**config.mk**
```make
export PLATFORM = sky130hd
export DESIGN_NAME = pulse_meter
export DESIGN_NICKNAME = d
export VERILOG_FILES = /design/src/rtl/pulse_pkg.sv /design/src/rtl/sync_edge.sv /design/src/rtl/pulse_meter.sv
export SDC_FILE = /design/constraint.sdc
export NUM_CORES = 1
export LEC_CHECK = 0
export ABC_AREA = 1
export ABC_CLOCK_PERIOD_IN_PS = 4500
export CORE_ASPECT_RATIO = 0.9
export CORE_MARGIN = 2
export CORE_UTILIZATION = 39
export DETAILED_ROUTE_END_ITERATION = 8
export MAX_ROUTING_LAYER = met4
export PLACE_DENSITY = 0.68
export SLEW_MARGIN = 40
export SYNTH_ARGS = -nofsm -noshare
export SYNTH_HDL_FRONTEND = slang
export SYNTH_SLANG_ARGS = --single-unit
```
**constraint.sdc**
```tcl
create_clock -name clock -period 4.5 [get_ports clock]
set_clock_uncertainty 0.15 [all_clocks]
set_input_delay 0.675 -clock clock [delete_from_list [all_inputs] [get_ports clock]]
set_output_delay 0.675 -clock clock [all_outputs]
set_load 0.01 [all_outputs]
```
**src/rtl/pulse_pkg.sv**
```systemverilog
// Shared types and constants for the pulse meter: FSM state encoding,
// default parameter values and the counter saturation helper.
package pulse_pkg;

    // Measurement FSM states with a fixed 2-bit encoding.
    typedef enum logic [1:0] {
        StIdle  = 2'd0,
        StArmed = 2'd1,
        StHigh  = 2'd2,
        StLow   = 2'd3
    } state_e;

    localparam int unsigned DefaultWidth      = 8;
    localparam int unsigned DefaultSyncStages = 2;

    // Largest value a counter of the given bit width can hold.
    function automatic int unsigned max_count(input int unsigned width);
        if (width >= 32) begin
            return 32'hFFFF_FFFF;
        end
        return (32'd1 << width) - 32'd1;
    endfunction

endpackage

```
**src/rtl/sync_edge.sv**
```systemverilog
// Synchronizes the asynchronous pulse input and derives rise/fall strobes
// from the synchronized level.
module sync_edge
    import pulse_pkg::*;
#(
    parameter int unsigned SYNC_STAGES = DefaultSyncStages
) (
    input  logic clock,
    input  logic reset,
    input  logic signal,
    output logic s,
    output logic rise,
    output logic fall
);

    logic [SYNC_STAGES-1:0] sync_q;
    logic                   s_prev_q;
    // One bit per flop between the pin and s_prev; all ones once both s and
    // s_prev hold real samples rather than reset-cleared zeros.
    logic [SYNC_STAGES:0]   fill_q;
    logic                   primed;

    // Synchronizer chain, one-cycle delayed copy of s and fill tracker.
    always_ff @(posedge clock) begin
        if (reset) begin
            sync_q   <= '0;
            s_prev_q <= 1'b0;
            fill_q   <= '0;
        end else begin
            sync_q   <= {sync_q[SYNC_STAGES-2:0], signal};
            s_prev_q <= sync_q[SYNC_STAGES-1];
            fill_q   <= {fill_q[SYNC_STAGES-1:0], 1'b1};
        end
    end

    // Edge detection. Edges are suppressed until the chain has refilled after
    // reset, so a level already high at reset release never looks like a rise.
    always_comb begin
        primed = fill_q[SYNC_STAGES];
        s      = sync_q[SYNC_STAGES-1];
        rise   = primed & s & ~s_prev_q;
        fall   = primed & ~s & s_prev_q;
    end

endmodule

```
**src/rtl/pulse_meter.sv**
```systemverilog
// Measures high width and rise-to-rise period of an asynchronous pulse train
// in clock cycles, reporting each completed pulse with a one-cycle strobe.
module pulse_meter
    import pulse_pkg::*;
#(
    parameter int unsigned WIDTH       = DefaultWidth,
    parameter int unsigned SYNC_STAGES = DefaultSyncStages
) (
    input  logic             clock,
    input  logic             reset,
    input  logic             signal,
    output logic [WIDTH-1:0] width_out,
    output logic [WIDTH-1:0] period_out,
    output logic             valid,
    output logic             overflow,
    output logic             busy
);

    localparam logic [WIDTH-1:0] MaxCnt = WIDTH'(max_count(WIDTH));
    localparam logic [WIDTH-1:0] OneCnt = WIDTH'(1);

    logic             s;
    logic             rise;
    logic             fall;

    state_e           state_q;
    logic [WIDTH-1:0] hi_cnt_q;
    logic [WIDTH-1:0] per_cnt_q;
    logic             ovf_q;
    logic [WIDTH-1:0] width_q;
    logic [WIDTH-1:0] period_q;
    logic             overflow_q;
    logic             valid_q;

    logic             hi_sat;
    logic             per_sat;
    logic [WIDTH-1:0] hi_inc;
    logic [WIDTH-1:0] per_inc;

    sync_edge #(
        .SYNC_STAGES(SYNC_STAGES)
    ) u_sync_edge (
        .clock (clock),
        .reset (reset),
        .signal(signal),
        .s     (s),
        .rise  (rise),
        .fall  (fall)
    );

    // Saturating increments; an attempt at the ceiling is recorded in ovf_q.
    always_comb begin
        hi_sat  = (hi_cnt_q == MaxCnt);
        per_sat = (per_cnt_q == MaxCnt);
        hi_inc  = hi_sat ? hi_cnt_q : hi_cnt_q + OneCnt;
        per_inc = per_sat ? per_cnt_q : per_cnt_q + OneCnt;
    end

    // Measurement FSM, counters and registered report outputs.
    always_ff @(posedge clock) begin
        if (reset) begin
            state_q    <= StIdle;
            hi_cnt_q   <= '0;
            per_cnt_q  <= '0;
            ovf_q      <= 1'b0;
            width_q    <= '0;
            period_q   <= '0;
            overflow_q <= 1'b0;
            valid_q    <= 1'b0;
        end else begin
            valid_q <= 1'b0;
            unique case (state_q)
                StIdle: begin
                    if (!s) begin
                        state_q <= StArmed;
                    end
                end
                StArmed: begin
                    if (rise) begin
                        hi_cnt_q  <= OneCnt;
                        per_cnt_q <= OneCnt;
                        ovf_q     <= 1'b0;
                        state_q   <= StHigh;
                    end
                end
                StHigh: begin
                    if (fall) begin
                        per_cnt_q <= per_inc;
                        ovf_q     <= ovf_q | per_sat;
                        state_q   <= StLow;
                    end else if (s) begin
                        hi_cnt_q  <= hi_inc;
                        per_cnt_q <= per_inc;
                        ovf_q     <= ovf_q | hi_sat | per_sat;
                    end
                end
                StLow: begin
                    if (rise) begin
                        // Report and restart in the same cycle: no dead cycle
                        // between back-to-back pulses.
                        width_q    <= hi_cnt_q;
                        period_q   <= per_cnt_q;
                        overflow_q <= ovf_q;
                        valid_q    <= 1'b1;
                        hi_cnt_q   <= OneCnt;
                        per_cnt_q  <= OneCnt;
                        ovf_q      <= 1'b0;
                        state_q    <= StHigh;
                    end else if (!s) begin
                        per_cnt_q <= per_inc;
                        ovf_q     <= ovf_q | per_sat;
                    end
                end
                default: begin
                    state_q <= StIdle;
                end
            endcase
        end
    end

    assign width_out  = width_q;
    assign period_out = period_q;
    assign overflow   = overflow_q;
    assign valid      = valid_q;
    assign busy       = (state_q == StHigh) || (state_q == StLow);

endmodule

```
==> flow_summary.toml <==
[status]
status = "finished, final reports clean"

[yosys]
yosysSeqAreaShare = 0.473
synth_fa_ha_area_frac = 0.0138
synth_area_leaders = "dfxtp_1 (47%), nor2_1 (10%), nand2_1 (8.9%)"
avgSynthCellArea_sq_um = 7.25
yosysWarnings = 0
synthCells = 251
synthSimpleGateAreaFrac = 0.298
synth-xor-area-share = 0
synthMuxAreaShare = 0
synth_top_family_by_area = "simple AND/OR/NAND/NOR gates"
ys_seq_elements = 43
synth_area_sq_mm = 0.00182
synth.distinct_cells = 23
synth_compound_area_frac = 0.130
synth_commonest_cells = "nor2_1 (50), dfxtp_1 (43), nand2_1 (43)"
synth_edf_count = 0
syn-num-nets = 256
synth_top_area_frac = 0.473
synth_top_area_cell = "dfxtp_1"
synth_most_common_cell = "nor2_1"
synthArstFlopShare = 0
yosys_most_used_dff = "dfxtp_1"

[global_routing]
antenna_found_initial = 0
grt_usage = 0.164
grt_max_degree = 26
grt-ovfl-total = 0
grt_pass1_wl_mm = 6.41
grt_pass1_vias = 1356

[sta]
fin_tns_setup_ns = 0
fin_crit_ns = 2.26
slew_headroom = 0.641
worstMarginPinSlew_ns = 0.537
report.final.slew_viol_count = 0
hold-worst-slack_ns = 0.257
finalHoldViolations = 0
fin_crit_sh = 0.503
setup-violations-final = 0
rsz0062_at_grt = "false"
timing.fmax_mhz = 442

[critical_path]
slowest_stage = "clkdlybuf4s50_1"
cp_data_arrival_time_ns = 2.37
critPathKind = "in -> reg"
critPathMaxStageDelay_ns = 0.60
path_cells = "clkdlybuf4s50_1 > inv_1 > nand2_1 > inv_2 > o21ai_0 > nor2_1"
crit_required_ns = 4.60
path_max_fanout = 23
r2r_slack_ns = 2.73
cp-end-kind = "register"
startpoint_type = "primary input"

[finish]
syn_to_final_growth_pct = 19.0
regArea_sq_um = 861
fin_nets = 277
fin_util = 0.485
multi_input_comb_area_sq_um = 805
drive_above_1_share = 0.0842
n_fill_cell = 456
antenna_cells = 0
final_cell_area_sq_mm = 0.00216

[cts]
cts_num_sinks = 43
clockBufferDepth = 2
post_cts_resized = 0
cts_root_buf = "clkbuf_8"
cts_tree = "done"
path_clk_slew_ns = 0.08
cts_setup_buffers = 0
ctsHoldBuffers = 0
cts_made_buffers = 5
clkLatencyLatePin_ns = 0.31
htree_levels = 2

[floorplan]
fp.dieW_um = 76.0
row_count = 23
die_y_um = 68.8
pin_count = 22
coreArea_sq_mm = 0.00446
start_util = 0.408
design.die.area_sq_mm = 0.00523

[drt]
drtIter0Drc = 110
drt_wl_total_mm = 3.88
dr.pass1.iters = 4
drc_errors = 0
wl_per_cell_um = 11.6
vias = 1589
vias_per_cell = 4.74
ant_nets = 0

[job]
max_cap_violations = 0

[placement]
dpl.hpwl_mm = 2.83
port_buffers = 21
gp_congestion = 0.874
placed_area_sq_mm = 0.00206

[power_and_ir_drop]
powerDensity_mw_per_mm2 = 319
leakage_uw = 0.000834
peakVddDrop_mv = 0.199
finalPower_uw = 691

[hold_path]
hold_class = "reg -> reg"
==> cell families (layout without fill, tap and decap cells) <==
group / after synthesis / after routing
and+or+nand+nor: 123 / 123
AOI/OAI and AO/OA: 47 / 47
DFF: 43 / 43
buffers and inverters: 36 / 58
adders and majority gates: 2 / 2
==> layout make-up <==
| type | instances | share of cell area |
|---|---|---|
| Tap cell | 62 | 0.0358 |
| Clock buffer | 8 | 0.0462 |
| Sequential cell | 43 | 0.398 |
| Multi-Input combinational cell | 172 | 0.372 |
| Inverter | 29 | 0.0514 |
| Timing Repair Buffer | 21 | 0.0971 |
==> report_power, final <==
group / internal [uW] / switching (uW)
registers: 385 / 4.19
clock network: 140 / 133
logic: 9.27 / 19.2
total: 534 / 156
==> layer usage <==
metal  vias to the layer above  global-route usage  wire length, um
met5                         -                   -                0
met4                         0              0.0886               88
met3                         8              0.0365              169
met2                        39               0.242             1570
met1                       690               0.213             2050
li1                        852                   -                -
==> worst max-delay path: cells and delay by family <==
kind / cells / cell delay, ns
buffers and inverters: 3 / 1.28
AOI/OAI and AO/OA: 1 / 0.12
and+or+nand+nor: 2 / 0.29
==> metrics by stage <==
step | std cells | setup slack (ns)
2_1_floorplan | 251 | 3.06
3_5_place_dp | 327 | 1.93
3_3_place_gp | 327 | 1.96
6_report | 335 | 2.24
4_1_cts | 335 | 2.24
5_1_grt | 335 | 2.00
==> registers in the layout, summed over array words and instances (netlist names) <==
name,cells
hi_cnt_q,8
u_sync_edge.sync_q,2
width_out,8
overflow,1
u_sync_edge.s_prev_q,1
state_q,2
period_out,8
per_cnt_q,8
valid,1
u_sync_edge.fill_q,3
ovf_q,1
==> cells in the final DEF (no fill, tap or decap) <==
| master | n |
|---|---|
| clkdlybuf4s50_1 | 21 |
| nor3_1 | 3 |
| nand2_1 | 43 |
| a31oi_1 | 1 |
| nand3_1 | 13 |
| nor3_2 | 2 |
| clkbuf_8 | 7 |
| nand2_2 | 2 |
| nor2_1 | 50 |
| clkbuf_1 | 1 |
| a21oi_1 | 21 |
| nand3_2 | 1 |
| nor2_2 | 2 |
| inv_1 | 23 |
| o21ai_0 | 25 |
| dfxtp_1 | 43 |
| nand4_1 | 4 |
| inv_4 | 1 |
| nor2_4 | 2 |
| ha_1 | 2 |
| nand2_4 | 1 |
| inv_2 | 5 |
==> path summary, 6_finish.rpt <==
check                        start                     to  cells after the start
max                          reset           per_cnt_q[1]                      6
min reg2reg  u_sync_edge.sync_q[0]  u_sync_edge.sync_q[1]                      2
max reg2reg            hi_cnt_q[1]            hi_cnt_q[3]                     10
min          u_sync_edge.sync_q[0]  u_sync_edge.sync_q[1]                      2
No activity file was read; power rests on OpenSTA's default activity.
